File: src/rtl/mvb_reshaper_pkg.sv
`default_nettype none
// ============================================================================
// Module : mvb_reshaper_pkg
// Brief  : Shared types and helpers for the MVB reshaper. Provides the
//          count-width helper, the timeout-mode state enum and a popcount
//          function.
// Rev    : 1.0 - initial release
// ============================================================================
package mvb_reshaper_pkg;

  // Widest valid-mask the popcount helper accepts.
  localparam int c_max_vld_bits = 64;

  // Buffer occupancy classes, used only when MVB_RESHAPER_TIMEOUT_EN is set.
  typedef enum logic [1:0] {
    EMPTY   = 2'd0,
    PARTIAL = 2'd1,
    FULL    = 2'd2
  } state_t;

  // Bits needed to hold an item count of 0..items.
  function automatic int cnt_width(input int items);
    return $clog2(items + 1);
  endfunction

  function automatic int popcount(input logic [c_max_vld_bits-1:0] bits);
    int c;
    c = 0;
    for (int i = 0; i < c_max_vld_bits; i++) begin
      c = c + int'(bits[i]);
    end
    return c;
  endfunction

endpackage
`default_nettype wire

File: src/rtl/mvb_item_compactor.sv
`default_nettype none
// ============================================================================
// Module : mvb_item_compactor
// Brief  : Removes gaps from one multi-value word. Valid items are packed
//          into the low slots in ascending index order; unused slots are
//          zero. Also reports how many items were valid.
// Ports  : word_data   in  ITEMS*ITEM_WIDTH  raw word
//          word_vld    in  ITEMS             per-slot valid
//          packed_data out ITEMS*ITEM_WIDTH  gap-free items, low slots first
//          item_cnt    out CNT_W             number of valid items
// Rev    : 1.0 - initial release
// ============================================================================
module mvb_item_compactor
  import mvb_reshaper_pkg::*;
#(
  parameter int ITEMS      = 4,
  parameter int ITEM_WIDTH = 8,
  parameter int CNT_W      = 3
) (
  input  logic [ITEMS*ITEM_WIDTH-1:0] word_data,
  input  logic [ITEMS-1:0]            word_vld,
  output logic [ITEMS*ITEM_WIDTH-1:0] packed_data,
  output logic [CNT_W-1:0]            item_cnt
);

  // Each valid item lands in the slot equal to the number of valid items
  // below it. Comparing the running position against every slot keeps all
  // selects constant.
  always_comb begin
    int pos;
    pos         = 0;
    packed_data = '0;
    for (int i = 0; i < ITEMS; i++) begin
      if (word_vld[i]) begin
        for (int j = 0; j < ITEMS; j++) begin
          if (pos == j) begin
            packed_data[j*ITEM_WIDTH +: ITEM_WIDTH] = word_data[i*ITEM_WIDTH +: ITEM_WIDTH];
          end
        end
        pos = pos + 1;
      end
    end
  end

  assign item_cnt = CNT_W'(popcount(c_max_vld_bits'(word_vld)));

endmodule
`default_nettype wire

File: src/rtl/mvb_reshaper.sv
`default_nettype none
// ============================================================================
// Module : mvb_reshaper
// Brief  : Re-packs a multi-value bus from RX_ITEMS to TX_ITEMS items per
//          word through an in-order item buffer of BUF_ITEMS entries.
//          Optional macro MVB_RESHAPER_TIMEOUT_EN holds back a partial TX
//          word for TIMEOUT cycles so it can fill up before being sent.
// Ports  : CLK, RESET (async, active high)
//          RX_DATA/RX_VLD/RX_SRC_RDY in,  RX_DST_RDY out
//          TX_DATA/TX_VLD/TX_SRC_RDY out, TX_DST_RDY in
// Rev    : 1.0 - initial release
// ============================================================================
module mvb_reshaper
  import mvb_reshaper_pkg::*;
#(
  parameter int RX_ITEMS   = 4,
  parameter int TX_ITEMS   = 2,
  parameter int ITEM_WIDTH = 8,
  parameter int BUF_ITEMS  = 8,
  parameter int TIMEOUT    = 3
) (
  input  logic                           CLK,
  input  logic                           RESET,
  input  logic [RX_ITEMS*ITEM_WIDTH-1:0] RX_DATA,
  input  logic [RX_ITEMS-1:0]            RX_VLD,
  input  logic                           RX_SRC_RDY,
  output logic                           RX_DST_RDY,
  output logic [TX_ITEMS*ITEM_WIDTH-1:0] TX_DATA,
  output logic [TX_ITEMS-1:0]            TX_VLD,
  output logic                           TX_SRC_RDY,
  input  logic                           TX_DST_RDY
);

  localparam int c_cnt_w    = cnt_width(BUF_ITEMS);
  localparam int c_rx_cnt_w = cnt_width(RX_ITEMS);

  // Slot 0 always holds the oldest item; slots at or above r_count are stale.
  logic [BUF_ITEMS*ITEM_WIDTH-1:0] r_buf, w_buf_next;
  logic [c_cnt_w-1:0]              r_count, w_count_next;
  logic                            r_rx_rdy, w_rx_rdy_next;

  logic [RX_ITEMS*ITEM_WIDTH-1:0]  w_rx_packed;
  logic [c_rx_cnt_w-1:0]           w_rx_cnt;
  logic [c_cnt_w-1:0]              w_tx_n, w_pop, w_push, w_base;
  logic                            w_tx_src_rdy, w_tx_xfer, w_rx_xfer;

  mvb_item_compactor #(
    .ITEMS      (RX_ITEMS),
    .ITEM_WIDTH (ITEM_WIDTH),
    .CNT_W      (c_rx_cnt_w)
  ) u_compactor (
    .word_data   (RX_DATA),
    .word_vld    (RX_VLD),
    .packed_data (w_rx_packed),
    .item_cnt    (w_rx_cnt)
  );

  assign w_tx_n    = (r_count < c_cnt_w'(TX_ITEMS)) ? r_count : c_cnt_w'(TX_ITEMS);
  assign w_tx_xfer = w_tx_src_rdy & TX_DST_RDY;
  assign w_rx_xfer = r_rx_rdy & RX_SRC_RDY;
  assign w_pop     = w_tx_xfer ? w_tx_n : '0;
  assign w_push    = w_rx_xfer ? c_cnt_w'(w_rx_cnt) : '0;
  assign w_base    = r_count - w_pop;

  // RX readiness guarantees room for a whole word, so this cannot overflow.
  assign w_count_next  = w_base + w_push;
  assign w_rx_rdy_next = (BUF_ITEMS - int'(w_count_next)) >= RX_ITEMS;

  // Shift out popped items, then append the compacted RX items right after
  // the survivors.
  always_comb begin
    w_buf_next = '0;
    for (int i = 0; i < BUF_ITEMS; i++) begin
      for (int p = 0; p <= TX_ITEMS && i + p < BUF_ITEMS; p++) begin
        if (int'(w_pop) == p) begin
          w_buf_next[i*ITEM_WIDTH +: ITEM_WIDTH] = r_buf[(i+p)*ITEM_WIDTH +: ITEM_WIDTH];
        end
      end
      for (int j = 0; j < RX_ITEMS; j++) begin
        if (j < int'(w_push) && int'(w_base) + j == i) begin
          w_buf_next[i*ITEM_WIDTH +: ITEM_WIDTH] = w_rx_packed[j*ITEM_WIDTH +: ITEM_WIDTH];
        end
      end
    end
  end

  always_ff @(posedge CLK or posedge RESET) begin
    if (RESET) begin
      r_buf    <= '0;
      r_count  <= '0;
      r_rx_rdy <= 1'b0;
    end else begin
      r_buf    <= w_buf_next;
      r_count  <= w_count_next;
      r_rx_rdy <= w_rx_rdy_next;
    end
  end

  assign RX_DST_RDY = r_rx_rdy;
  assign TX_SRC_RDY = w_tx_src_rdy;

  // TX view is a pure decode of the buffer head; empty slots read as zero.
  for (genvar s = 0; s < TX_ITEMS; s++) begin : g_tx_slot
    assign TX_VLD[s] = (int'(r_count) > s);
    assign TX_DATA[s*ITEM_WIDTH +: ITEM_WIDTH] =
      TX_VLD[s] ? r_buf[s*ITEM_WIDTH +: ITEM_WIDTH] : '0;
  end

`ifdef MVB_RESHAPER_TIMEOUT_EN
  localparam int c_tmr_w = (TIMEOUT < 1) ? 1 : $clog2(TIMEOUT + 1);

  state_t             r_state, w_state_next;
  logic [c_tmr_w-1:0] r_timer, w_timer_next;

  always_ff @(posedge CLK or posedge RESET) begin
    if (RESET) begin
      r_state <= EMPTY;
      r_timer <= '0;
    end else begin
      r_state <= w_state_next;
      r_timer <= w_timer_next;
    end
  end

  // The state tracks the occupancy class of the registered count.
  always_comb begin
    w_state_next = EMPTY;
    w_timer_next = '0;
    if (w_count_next == '0) begin
      w_state_next = EMPTY;
    end else if (w_count_next < c_cnt_w'(TX_ITEMS)) begin
      w_state_next = PARTIAL;
    end else begin
      w_state_next = FULL;
    end
    // Age the partial word only while it keeps waiting and stays partial.
    if (r_state == PARTIAL && !w_tx_xfer && w_state_next != FULL) begin
      w_timer_next = (r_timer == c_tmr_w'(TIMEOUT)) ? r_timer : r_timer + 1'b1;
    end
  end

  assign w_tx_src_rdy = (r_state == FULL) ||
                        (r_state == PARTIAL && r_timer == c_tmr_w'(TIMEOUT));
`else
  logic w_unused_timeout;
  assign w_unused_timeout = (TIMEOUT > 0);
  assign w_tx_src_rdy     = (r_count != '0);
`endif

endmodule
`default_nettype wire

File: config.mk
export PLATFORM = sky130hd
export DESIGN_NAME = mvb_reshaper
export DESIGN_NICKNAME = d
export VERILOG_FILES = /design/src/rtl/mvb_reshaper_pkg.sv /design/src/rtl/mvb_item_compactor.sv /design/src/rtl/mvb_reshaper.sv
export SDC_FILE = /design/constraint.sdc
export NUM_CORES = 1
export LEC_CHECK = 0
export CORE_MARGIN = 1.5
export CORE_UTILIZATION = 61
export CTS_BUF_LIST = sky130_fd_sc_hd__clkbuf_2 sky130_fd_sc_hd__clkbuf_4 sky130_fd_sc_hd__clkbuf_8
export DETAILED_ROUTE_END_ITERATION = 6
export HOLD_SLACK_MARGIN = 0.02
export PLACE_DENSITY = 0.83
export SYNTH_ARGS = -nofsm -noshare
export SYNTH_HDL_FRONTEND = slang
export SYNTH_SLANG_ARGS = --single-unit
export TNS_END_PERCENT = 20
File: constraint.sdc
create_clock -name CLK -period 6.2 [get_ports CLK]
set_input_delay 0.93 -clock CLK [delete_from_list [all_inputs] [get_ports CLK]]
set_output_delay 0.93 -clock CLK [all_outputs]
set_load 0.01 [all_outputs]
======== Word level (Yosys, flattened, before mapping) ========
Index checks and enable logic that the tools add are counted.
W data, S select, Z words.
cells by class
  add/subtract/negate cells ............... 11
  magnitude comparators ................... 8
  equal/unequal tests ..................... 47
  mux-type cells .......................... 70
  bitwise logic cells ..................... 2
  reductions and logical operators ........ 41
operators by type and width
  cell                     number
  $mux W8                  61
  $eq A32 B3 Y1 const B    10
  $eq A32 B4 Y1 const B    9
  $logic_not A32 Y1        7
  $eq A32 B2 Y1 const B    5
  $mux W32                 5
  $add A32 B2 Y32 const B  1
  $logic_and A1 B1 Y1      32
  $ne A7 B5 Y1 const B     4
  $eq A4 B4 Y1 const B     4
  $eq A5 B3 Y1 const B     3
  $ne A7 B1 Y1 const B     2
  $eq A4 B3 Y1 const B     3
  $add A4 B2 Y5 const B    2
  $eq A4 B2 Y1 const B     2
  $gt A4 B1 Y1 const B     2
  $mux W4                  2
  $add A3 B2 Y3            2
  $lt A1 B3 Y1 const A     2
  $lt A2 B3 Y1 const A     2
  $ne A6 B1 Y1 const B     1
  $add A4 B1 Y5 const B    1
  $ge A5 B4 Y1 const B     1
  $ne A5 B1 Y1 const B     1
  13 further kinds         15
word-level totals
  bits in registers ....................... 69
  logic and storage cells ................. 189

======== Logic depth before layout (Yosys ltp) ========
  depth in word-level cells ............... 12
  gate-level depth with buffers ........... 21
  gate-level depth less buffers ........... 16

======== Hierarchy ========
From an unflattened synthesis, not the netlist that was laid out.
second synthesis, totals
  cells, all modules ...................... 880
  area total of the unflattened synthesis .. 7085.5 µm²
by module, submodules not included
  module              instances  cells an instance  area an instance (µm²)  sequential area each (µm²)
  mvb_reshaper        1          769                6094.6                  1726.7
  mvb_item_compactor  1          111                991.0                   0.0

======== Least setup slack after synthesis ========
Ideal clock, no wire load.
  path type ............................... flip-flop to flip-flop
  from .................................... register r_count[3]
  to ...................................... register r_buf[16]
  setup time .............................. 126 ps
  arrival time ............................ 4884 ps
  setup slack ............................. 1190 ps
  cell stages (with the launch flop) ...... 21
  buffers on the path ..................... 5
  period minus slack after synthesis ...... 5010 ps
  path through ............................ dfrtp_1 -> nor3_1 -> inv_1 -> nor3_1 -> buf_4 -> buf_2 -> ha_1 -> inv_1 -> ha_1 -> or3_1 -> buf_6 -> nand2_8 -> inv_6 -> ha_1 -> clkbuf_1 -> nor3_1 -> o211a_1 -> clkbuf_1 -> mux2i_1 -> a21oi_1 -> a221o_1
between the ends
  longest elaborated chain between the ends .. 10
  elaborated cells between the ends (all ways) .. 27
  those cells by class .................... add/sub (4); order compare (1); eq/ne (7); mux (8); bitwise (1); reduce/logical (6)
RTL lines
  item                                                       line                                     RTL
  from (decl)                                                mvb_reshaper.sv:39                       logic [c_cnt_w-1:0] r_count, w_count_next;
  from (signal assigned)                                     mvb_reshaper.sv:94                       r_count <= w_count_next;
  $lt A4 B2 Y1 / $reduce_bool A4 Y1 (equally long branches)  mvb_reshaper.sv:58, mvb_reshaper.sv:147
  $mux W4 / $and A1 B1 Y1 (equally long branches)            mvb_reshaper.sv:58, mvb_reshaper.sv:59
  $mux W4                                                    mvb_reshaper.sv:61                       assign w_pop = w_tx_xfer ? w_tx_n : '0;
  $sub A4 B4 Y4 / $eq A4 B2 Y1 (equally long branches)       mvb_reshaper.sv:63, mvb_reshaper.sv:75
  $add A4 B1 Y5, or another cell as far along                mvb_reshaper.sv:80                       if (j < int'(w_push) && int'(w_base) + j == i) begin
  $eq A32 B3 Y1, or another cell as far along                mvb_reshaper.sv:80
  $logic_and A1 B1 Y1 / $mux W8 (equally long branches)      mvb_reshaper.sv:80
  $mux W8 (3 in series)                                      mvb_reshaper.sv:80
  to (signal assigned)                                       mvb_reshaper.sv:93                       r_buf <= w_buf_next;
  to (decl)                                                  mvb_reshaper.sv:38                       logic [BUF_ITEMS*ITEM_WIDTH-1:0] r_buf, w_buf_next;
Parallel ways exist; a longest one is shown, timed or not.
A chain may end at the register's enable or synchronous reset.

======== Worst setup path after layout ========
  from .................................... input TX_DST_RDY
  to ...................................... register r_buf[41]
between the ends
  longest elaborated chain between the ends .. 9
  elaborated cells between the ends (all ways) .. 24
  those cells by class .................... add/sub (4); eq/ne (7); mux (7); bitwise (1); reduce/logical (5)
RTL lines
  item                                                   line                                    RTL
  from (decl)                                            mvb_reshaper.sv:31                      input logic TX_DST_RDY
  $and A1 B1 Y1 (*)                                      mvb_reshaper.sv:59                      assign w_tx_xfer = w_tx_src_rdy & TX_DST_RDY;
  $mux W4 (*)                                            mvb_reshaper.sv:61
  $sub A4 B4 Y4 / $eq A4 B2 Y1 (equally long branches)   mvb_reshaper.sv:63, mvb_reshaper.sv:75
  $add A4 B1 Y5, or another cell as far along            mvb_reshaper.sv:80
  $eq A32 B4 Y1, or another cell as far along            mvb_reshaper.sv:80
  $logic_and A1 B1 Y1 / $mux W8 (equally long branches)  mvb_reshaper.sv:80
  $mux W8 (3 in series)                                  mvb_reshaper.sv:80
Mark *: on every way between the ends. The rest lies on a longest branch, timed or not.

==> results by stage <==
Run status:
- The flow ran to the end, and the final reports show no timing, DRC or antenna violations.

Yosys:
- The share of async-settable or async-resettable flops after synthesis is 100%.
- The most instantiated flip-flop cell in the synthesis netlist is sky130_fd_sc_hd__dfrtp_1.
- The post-synthesis cell type count is 77.
- The adder-cell share of the synthesized area is 2.87%.
- The top cell type by area accounts for 24.4% of the synthesized area.
- The synthesized-area fraction occupied by xor and xnor cells is 0.248%.
- The biggest area contributor in the post-synthesis netlist is sky130_fd_sc_hd__dfrtp_1.
- The multiplexer fraction of the synthesized cell area is 7.82%.
- The post-synthesis simple-gate area fraction is 20.3%.
- Summing the areas of all compound-gate instances in the mapped netlist gives 38.4% of the synthesized area.
- The commonest cells after synthesis are sky130_fd_sc_hd__nand2_1, sky130_fd_sc_hd__nor2_1, sky130_fd_sc_hd__dfrtp_1.
- The number of enable flip-flop cells after synthesis is 0.
- After synthesis, flip-flops and latches occupy 24.4% of the total area.
- A synthesized cell averages 8.08 um^2.
- sky130_fd_sc_hd__nand2_1 is the most common cell in the netlist.
- The post-synthesis register bit count is 69.
- The net count after synthesis is 930.
- The mapped netlist covers 7070 um^2.
- By area, the combinational part of the netlist is dominated by compound AO/OA/AOI/OAI gates.
- Sorting the synthesized cells by area gives the leading types as sky130_fd_sc_hd__dfrtp_1, sky130_fd_sc_hd__nand2_1, sky130_fd_sc_hd__a22oi_1.
- After technology mapping, the gate count stands at 875.
- Yosys printed 0 warnings.

Power and ir drop:
- The analysis attributes to cell leakage a power of 0.00322 uW.
- The maximum vdd drop is 0.247 mV.
- Power spread over the standard cell area amounts to 328 nW/um^2.

Route:
- The detail-routed via count per cell is 7.76.
- The number of detailed-routing iterations run before antenna repair is 7.
- The initial DRC count is 1814.
- The remaining number of nets flagged by the antenna check after routing is 0.
- For this block, the via count after detailed routing is 8387.
- The post-detailed-routing wire length is 29.3 mm.
- For this run, design rule violations remaining after detail routing come to 0.
- The average wire per standard cell is 27.1 um.

CTS:
- The later-pin clock latency in the skew report is 0.39 ns.
- The post-CTS setup buffer count is 0.
- The cell sitting at the root of the clock tree is a sky130_fd_sc_hd__clkbuf_8.
- The post-CTS resize count is 0.
- The maximum number of buffers from clock root to sink is 2.
- Clock tree synthesis found a total of 69 sinks.
- TritonCTS built the clock tree.
- Clock-pin slew was measured on the worst setup and hold paths at 0.08 ns.
- The clock buffer count from CTS is 9.
- The cts-stage hold buffer count is 0.
- The H-tree generated during clock tree synthesis spans 3 levels.

Floorplan:
- The die is 111 um tall.
- In this run the horizontal extent of the chip is 111 um.
- The initial core utilization is 62.2%.
- The number of top-level design ports is 60.
- The placeable core area is 11400 um^2.
- The count of standard-cell rows is 39.
- The die area is 12200 um^2.

Placed design:
- After legalization and detailed placement, the total HPWL measured 20.7 mm.
- The number of placed instances, taps included, is 1064.
- The instance area after placement is 7900 um^2.
- The routability congestion estimate is 1.05.
- During placement, the flow inserted port buffers numbering 59.

Worst setup path:
- In this design, the largest share of critical-path delay is due to simple AND/OR/NAND/NOR gates.
- The stage delay of the slowest cell on the critical path is 1.06 ns.
- The highest net fanout along the worst path is 18.
- The launching point of the worst reg2reg path is r_count[3].
- The capturing element type of the critical path is a flop.
- The class of the most critical setup path is primary input to flop.
- By instance count, the cell type seen most on the critical path is sky130_fd_sc_hd__ha_1.
- The worst-case reg-to-reg path depth is 16.
- STA puts the critical path data required time at 6.49 ns.
- In this run the critical register-to-register path is captured at r_buf[41].
- The category of the worst setup path launch point is a primary input.
- The signal on the critical path passes through clkdlybuf4s50_1, inv_1, nor3_2, ha_1, inv_1, ha_1, o21ai_2, nand2_8, inv_6, ha_1, or3_1, a211o_1, nor4bb_1, nand2_1, o221ai_1.
- For this design, the slowest cell found on the critical path is sky130_fd_sc_hd__nor4bb_1.
- Data arrives at the worst endpoint at 5.75 ns.
- The buffer and inverter count on the worst path is 4.
- For flop-to-flop paths, the worst setup slack is 0.95 ns.

Final layout:
- The non-filler instance count after layout is 1081.
- The core utilization of the finished layout is 71.1%.
- The post-route netlist has 12.5% of its cells at a drive strength greater than 1.
- The signed area change from the synthesized netlist to the final layout is 14.4%.
- In the final layout, the multi-input gates occupy 4940 um^2.
- The area taken by flip-flops and latches is 1730 um^2.
- The net total in the final layout is 987.
- After routing the design area is 8090 um^2.
- The filler cells instantiated in the layout total 890.

Run:
- Max-cap violations in this run came to 0.

Timing:
- The final count of negative-setup-slack endpoints is 0.
- In the final timing run, aggregate negative setup slack is 0 ns.
- The normalized max-slew margin is 11.9%.
- At the pin with the least slew margin, the transition time is 1.32 ns.
- The final critical path time including I/O delays and setup is 5.46 ns.
- Final hold analysis gives a worst-case slack of 0.498 ns.
- The setup clock skew after layout is 0.00891 ns.
- The max-slew violation total from the final report is 0.
- Based on the critical path, the design can be clocked at up to 183 MHz.
- The final count of hold timing violations is 0.
- Setup repair after global routing left no endpoint under its margin.
- Dividing the final minimum period by the clock period gives 88.0%.

GRT:
- The global-route wire length before repair is 44.9 mm.
- The global-route usage over all layers is 47.6%.
- The via count of the first global-routing pass is 7749.
- The number of antenna violations at the first check in global routing was 0.
- Entering global routing, the biggest net connects 70 pins.
- The total overflow reported by the global router is 0.

Hold path:
- The worst hold path cell count is 2.
- The worst hold path terminates at r_buf[4].
- The worst hold path begins at r_buf[4].
- In this run the worst hold path is classified as flop to flop.
per-stage QoR:
stage,total power [uW],setup WS (ns)
after floorplan,1720,1.19
after global placement,2170,0.844
after detailed placement,2200,0.523
after CTS,2580,0.918
after global routing,2760,0.445
final,2660,0.743
area by class of cell:
| cell class | instances | area share (%) |
|---|---|---|
| Antenna cell | 1 | 0.0309 |
| Inverter | 31 | 1.50 |
| Timing Repair Buffer | 105 | 11.6 |
| Clock inverter | 5 | 0.418 |
| Clock buffer | 11 | 1.87 |
| Tap cell | 143 | 2.21 |
| Multi-Input combinational cell | 716 | 61.1 |
| Sequential cell | 69 | 21.3 |
registers in the layout, indices dropped and copies added (netlist names):
register,flops
r_buf,64
r_count,4
RX_DST_RDY,1
cells by family after synthesis:
logic type / count (synthesis)
AND/OR/NAND/NOR: 288
AO/OA/AOI/OAI: 357
adder cells (fa/ha/maj): 15
flip-flops: 69
XOR/XNOR: 2
other: 1
multiplexers: 53
buffers and inverters: 90
per-layer routing:
metal	vias up	global-route usage, %	routed length [um]
li1	3522	-	-
met1	3897	62.5	10600
met2	811	67.9	11900
met3	157	16.0	4790
met4	0	28.4	2000
met5	-	0	0
tightest hold or removal path, cell delays in order (launching register included):
cell	delay (ns)
sky130_fd_sc_hd__dfrtp_1	0.34
sky130_fd_sc_hd__a31oi_1	0.07
sky130_fd_sc_hd__o31ai_1	0.05
layout by cell type, fill, tap and decap left out, types with 4 or more instances in the layout:
cell type,instances
sky130_fd_sc_hd__a311oi_1,7
sky130_fd_sc_hd__o31ai_1,13
sky130_fd_sc_hd__nand2_1,104
sky130_fd_sc_hd__ha_1,13
sky130_fd_sc_hd__buf_4,46
sky130_fd_sc_hd__a21o_1,4
sky130_fd_sc_hd__a41oi_1,5
sky130_fd_sc_hd__a211oi_2,4
sky130_fd_sc_hd__clkdlybuf4s50_1,59
sky130_fd_sc_hd__nand3_1,22
sky130_fd_sc_hd__a2bb2oi_1,8
sky130_fd_sc_hd__a31oi_1,15
sky130_fd_sc_hd__nor3_1,8
sky130_fd_sc_hd__nand2b_1,5
sky130_fd_sc_hd__o2111ai_1,7
sky130_fd_sc_hd__nor2b_1,23
sky130_fd_sc_hd__o21ai_1,12
sky130_fd_sc_hd__o221ai_1,14
sky130_fd_sc_hd__nor4_2,5
sky130_fd_sc_hd__a22o_1,9
sky130_fd_sc_hd__o21a_1,8
sky130_fd_sc_hd__a21oi_1,45
sky130_fd_sc_hd__mux2i_1,35
sky130_fd_sc_hd__o211ai_1,26
sky130_fd_sc_hd__a211oi_1,24
sky130_fd_sc_hd__a22oi_1,49
sky130_fd_sc_hd__o21ai_0,23
sky130_fd_sc_hd__or3_1,4
sky130_fd_sc_hd__a221o_1,23
sky130_fd_sc_hd__a211o_1,20
sky130_fd_sc_hd__clkbuf_8,11
sky130_fd_sc_hd__dfrtp_1,69
sky130_fd_sc_hd__a32oi_1,5
sky130_fd_sc_hd__nor2_1,84
sky130_fd_sc_hd__inv_1,28
sky130_fd_sc_hd__a221oi_1,16
sky130_fd_sc_hd__mux2_2,18
how the worst max path moves through the flow:
stage | from | to | slack [ns] | depth (start not counted)
final | TX_DST_RDY | r_buf[41] | 0.74 | 15
after floorplan | r_count[3] | r_buf[16] | 1.19 | 20
after global placement | TX_DST_RDY | r_buf[35] | 0.84 | 15
after detailed placement | TX_DST_RDY | r_buf[41] | 0.52 | 15
after CTS | TX_DST_RDY | r_buf[41] | 0.92 | 15
after global routing | TX_DST_RDY | r_buf[47] | 0.45 | 15
report_power, final:
part           switching [uW]  total, uW  internal [uW]
Sequential                140        722            582
Clock                     206        373            167
Combinational            1020       1560            546
Power figures use the tool's default switching activity.
==> patch 1 (config.mk and constraints unchanged) <==
The option `MVB_RESHAPER_TIMEOUT_EN` is turned on by a define.
--- a/src/rtl/mvb_reshaper.sv
+++ b/src/rtl/mvb_reshaper.sv
@@ -11,4 +11,6 @@
 // Rev    : 1.0 - initial release
 // ============================================================================
+`define MVB_RESHAPER_TIMEOUT_EN
+
 module mvb_reshaper
   import mvb_reshaper_pkg::*;
Formal check against the unedited RTL: not equivalent (Yosys sat finds a counterexample within 4 cycles, from zero or initial values and one cycle with RESET high).
==> patch 1 against the original RTL <==
Sequential cell count increased by 4; clock skew increased by 0.0067 ns; clock power about the same; total power increased by 36%; die area increased by 8.4%; routed wire length increased by 8.0%; area after synthesis increased by 8.7%; worst setup slack improved by 0.14 ns; final area increased by 6.4%; utilization decreased by 0.37 points; largest power group unchanged; highest routed layer unchanged.
==> patch 1: results (changes against the original RTL) <==
stage	metric	value	unit	change
synthesis	synth_area_leaders	dfrtp_1, nand2_1, mux2_2		
setup_path	crit_fanout	11		-7
synthesis	syn_area	7680	um^2	+8.7%
layout	buf_share	9.22	%	-2.4 points
grt	grtUsageMet2	70.9	%	+3.0 points
grt	grt.total_usage	48.7	%	+1.1 points
layout	nClkBuffers	10		-1
timing	worst_pin_slew	1.08	ns	-0.232 ns
detailed_routing	routed-wl-met3	4.94	mm	+3.0%
place	dp_hpwl	22.9	mm	+11%
cts	post_cts_buffers	0		unchanged
synthesis	synth-seq-cells	73		+5.8%
synthesis	yosys.cell_types.count	73		-5.2%
grt	grt_pass1_vias	8406		+8.5%
synthesis	seq_area_frac_synth	23.8	%	-0.64 points
power_and_ir_drop	p_leak	3.48	nW	+8.3%
layout	seq_area	1830	um^2	+5.8%
detailed_routing	vias	8933		+6.5%
grt	grt_pass1_wl	48.3	mm	+7.5%
cts	clk_latency	0.38	ns	
setup_path	crit_family	compound AO/OA/AOI/OAI gates		
setup_path	reg2reg_from	r_timer[0]		
layout	num_antenna_cells	0		-1
outcome	status	finished clean		
setup_path	r2r_cells	17		+1
detailed_routing	first_pass_iters	6		-1
detailed_routing	wl_per_cell	26.1	um	-3.8%
place	place_congestion	1.10		+4.2%
layout	clockNetworkAreaShare	2.09	%	-0.20 points
power_and_ir_drop	ir_worst_vdd	0.295	mV	+19%
place	pre_cts_slack	0.660	ns	+0.137 ns
grt	grt_use_met3	17.9	%	+1.9 points
layout	final_layout_size_suffix_gt1_share	11.4	%	-1.1 points
setup_path	cpMaxStageDelayCell	a211oi_1		
detailed_routing	drt_iter0_drc	1623		-11%
layout	inverters_excl_clock	27		-13%
grt	use_met1	61.7	%	-0.75 points
layout	finalNetCount	1098		+11%
timing	finalCritPeriodShare	85.7	%	-2.3 points
setup_path	rrSetupSlack	1.15	ns	+0.20 ns
layout	final_cells	1214		+12%
setup_path	max_stage_delay	0.58	ns	-0.48 ns
timing	holdWs	0.486	ns	-0.0125 ns
hold_path	worstHoldStart	r_buf[2]		
cts	cts_buffers	9		unchanged
layout	nNonClkBuffers	86		-18%
timing	fin_skew	0.0156	ns	+0.00666 ns
place	placed_cell_area	8430	um^2	+6.7%
hold_path	hold_depth	1		-1
detailed_routing	wl_met2	13.2	mm	+11%
layout	multi_input_area_share	63.8	%	+2.8 points
layout	syn2layout_area_growth	12.1	%	
synthesis	synthCells	1012		+16%
layout	fillCellCount	1052		+18%
grt	grt_max_degree	59		-16%
setup_path	endpoint	r_buf[30]		
patch 1: cell types whose count changed in the layout (fill, tap and decap cells not counted), sizes merged, moves of 14 or more:
| cell | delta |
|---|---|
| and3 | +15 |
| a22oi | -33 |
| nand2 | +18 |
| o2bb2ai | +14 |
| a21oi | +37 |
| nand3 | +66 |
| o22ai | +17 |
| nor2b | -14 |
| a211o | -15 |
| o21ai | +19 |
| buf | -19 |
| mux2 | +22 |
patch 1: power by group:
group,internal (W),leakage [nW],switching [W]
combinational,0.000862,2.47,0.00152
clock,0.000157,0.0887,0.000217
sequential,0.000670,0.927,0.000180
patch 1: cells by family (layout without fill, tap and decap cells):
kind of cell | Yosys count | in the layout | synth area share (%)
AOI/OAI and AO/OA | 333 | 333 | 29.9
xor gates and xnor gates | 6 | 6 | 1.29
adders and majority gates | 17 | 17 | 3.06
buffers and inverters | 95 | 129 | 4.92
DFF | 73 | 73 | 23.8
muxes | 74 | 74 | 10.3
other | 1 | 1 | 0.0488
and+or+nand+nor | 413 | 413 | 26.7
==> patch 2 (same flow settings) <==
Made on the original files. `r_buf` no longer has a reset.
--- a/src/rtl/mvb_reshaper.sv
+++ b/src/rtl/mvb_reshaper.sv
@@ -87,12 +87,14 @@
   always_ff @(posedge CLK or posedge RESET) begin
     if (RESET) begin
-      r_buf    <= '0;
       r_count  <= '0;
       r_rx_rdy <= 1'b0;
     end else begin
-      r_buf    <= w_buf_next;
       r_count  <= w_count_next;
       r_rx_rdy <= w_rx_rdy_next;
     end
+  end
+
+  always_ff @(posedge CLK) begin
+    r_buf <= w_buf_next;
   end
 
Check against the original RTL: no difference found for any inputs over 4 cycles, from zero or initial values and one cycle with RESET high; that may be too few to reach the edited logic, so the function may still have changed.
==> patch 2 against the original RTL <==
Total power up 12%; sequential cell count unchanged; worst setup slack worse by 0.085 ns; fmax shrank 1.5%; routed wire length shrank 7.9%; cell count fell by 9.4%; highest routed layer is now met5; largest power group unchanged; area after synthesis is 1.9% lower; final area down 2.2%.
==> patch 2: results (changes against the original RTL) <==
stage	metric	value	unit	change
synthesis	yosys.cell_types.count	67		-13%
cts	cts_buffer_depth	2		unchanged
power_and_ir_drop	ir_worst_vdd	0.318	mV	+28%
setup_path	critPathArrivalTime	5.59	ns	-0.16 ns
synthesis	synth-edff-count	64		+64
grt	antenna_found_initial	1		+1
synthesis	ys.flop_type	edfxtp_1		
detailed_routing	first_pass_iters	7		unchanged
synthesis	synthArstFlopShare	7.25	%	-93 points
detailed_routing	wl_met2	11.6	mm	-2.3%
grt	grt_max_degree	57		-19%
setup_path	crit_fanout	12		-6
place	placed_cell_area	7700	um^2	-2.5%
setup_path	reg2reg_from	r_count[1]		
hold_path	hp-class	input pin to asynchronous set/reset pin		
place	dp_hpwl	19.0	mm	-8.3%
power_and_ir_drop	power.internal	0.00163	W	+26%
cts	hold_buffers	0		unchanged
synthesis	ys_top_cells_by_count	nor2_1, nand2_1, edfxtp_1		
grt	grt_pass1_vias	6945		-10%
grt	grt_pass1_wl	39.3	mm	-13%
detailed_routing	drt_iter0_drc	1143		-37%
layout	fillCellCount	838		-5.8%
layout	num_antenna_cells	0		-1
synthesis	synth_compound_area_share	28.1	%	-10 points
synthesis	yosys-mux-area-fraction	15.1	%	+7.3 points
synthesis	syn_nets	840		-9.7%
timing	slew_headroom	15.5	%	+3.6 points
detailed_routing	routed-wl-met3	4.14	mm	-14%
layout	final_layout_size_suffix_gt1_share	13.0	%	+0.50 points
detailed_routing	wl_met1	9.52	mm	-10%
outcome	status	finished clean		
synthesis	synth_area_leaders	edfxtp_1, mux2i_1, mux2_2		
place	place_congestion	1.06		+1.0%
timing	fin_skew	0.0196	ns	+0.0107 ns
place	pre_cts_slack	0.450	ns	-0.0735 ns
detailed_routing	dr.max_layer_used	met5		
grt	grt.total_usage	45.2	%	-2.4 points
synthesis	seq_area_frac_synth	29.5	%	+5.1 points
power_and_ir_drop	p_leak	3.04	nW	-5.6%
layout	finalNetCount	890		-9.8%
cts	root_buffer	clkbuf_8		
detailed_routing	vias	7462		-11%
synthesis	synth_xor_area_share	1.44	%	+1.2 points
detailed_routing	totalWireLength	27.0	mm	-7.9%
-- patch 2: changes by cell type after synthesis, sizes merged, moves of 18 or more --
| cell | before | now |
|---|---|---|
| o211ai | 27 | 8 |
| a211o | 20 | 1 |
| edfxtp | 0 | 64 |
| mux2i | 35 | 61 |
| and2 | 3 | 23 |
| nand2 | 105 | 71 |
| nor2b | 24 | 6 |
| mux2 | 18 | 39 |
| o21ai | 37 | 15 |
| o22ai | 0 | 29 |
| dfrtp | 69 | 5 |
-- patch 2: per-stage QoR --
stage | hold slack (ns) | instances | power [W]
after floorplan | 0.709 | 785 | 0.00196
after global placement | 0.778 | 964 | 0.00243
after detailed placement | 0.790 | 964 | 0.00248
after CTS | 0.751 | 979 | 0.00289
after global routing | 0.783 | 979 | 0.00309
final | 0.745 | 979 | 0.00298
-- patch 2: path summary, 6_finish.rpt --
| path | slack (ns) | end | cells past startpoint |
|---|---|---|---|
| worst min register to register | 0.80 | r_count[1] | 3 |
| worst max register to register | 1.40 | r_buf[54] | 14 |
| worst max-delay path | 0.66 | r_buf[54] | 15 |
| max in group asynchronous | 5.30 | r_count[1] | 2 |
| min in group CLK | 0.80 | r_count[1] | 3 |
| worst min-delay path | 0.75 | r_count[2] | 2 |
-- patch 2: cell type report --
class                   instances  area [um^2]  area share, %
clock buffers                   9          124           1.56
well taps                     140          175           2.21
clock inverters                 6         87.6           1.11
repair buffers                 90          823           10.4
inverters                      17         63.8          0.806
flip-flops and latches         69         2050           25.9
multi-input cells             648         4590           58.0
-- patch 2: critical path, cell delays in order --
cell,delay (ns)
clkdlybuf4s50_1,0.65
nand2b_1,0.19
nor4_2,0.24
ha_1,0.29
inv_1,0.06
ha_1,0.24
nor3_1,0.39
or2_2,0.30
inv_1,0.09
ha_1,0.35
a21oi_1,0.33
xor2_1,0.17
nor2_1,0.71
a31oi_2,0.24
nand2_1,0.40
-- patch 2: logic make-up (layout without fill, tap and decap cells) --
family,Yosys count,after routing
compound gates,260,260
xor+xnor,9,9
fa+ha+maj,15,15
buf+inv,68,122
flops,69,69
mux,100,100
other cells,1,1
simple gates,263,263
-- patch 2: routing by layer --
layer  up-vias  track usage [%]
li1       3164                -
met4         2             23.9
met3       158             18.4
met1      3433             55.8
met5         -                0
met2       705             67.5
-- patch 2: power by group through the flow --
stage,Combinational [W],Clock [W],Sequential [W]
2_1_floorplan,0.00115,0,0.000806
3_3_place_gp,0.00158,0,0.000848
3_5_place_dp,0.00162,0,0.000860
4_1_cts,0.00163,0.000411,0.000850
5_1_grt,0.00179,0.000433,0.000869
6_report,0.00170,0.000423,0.000859
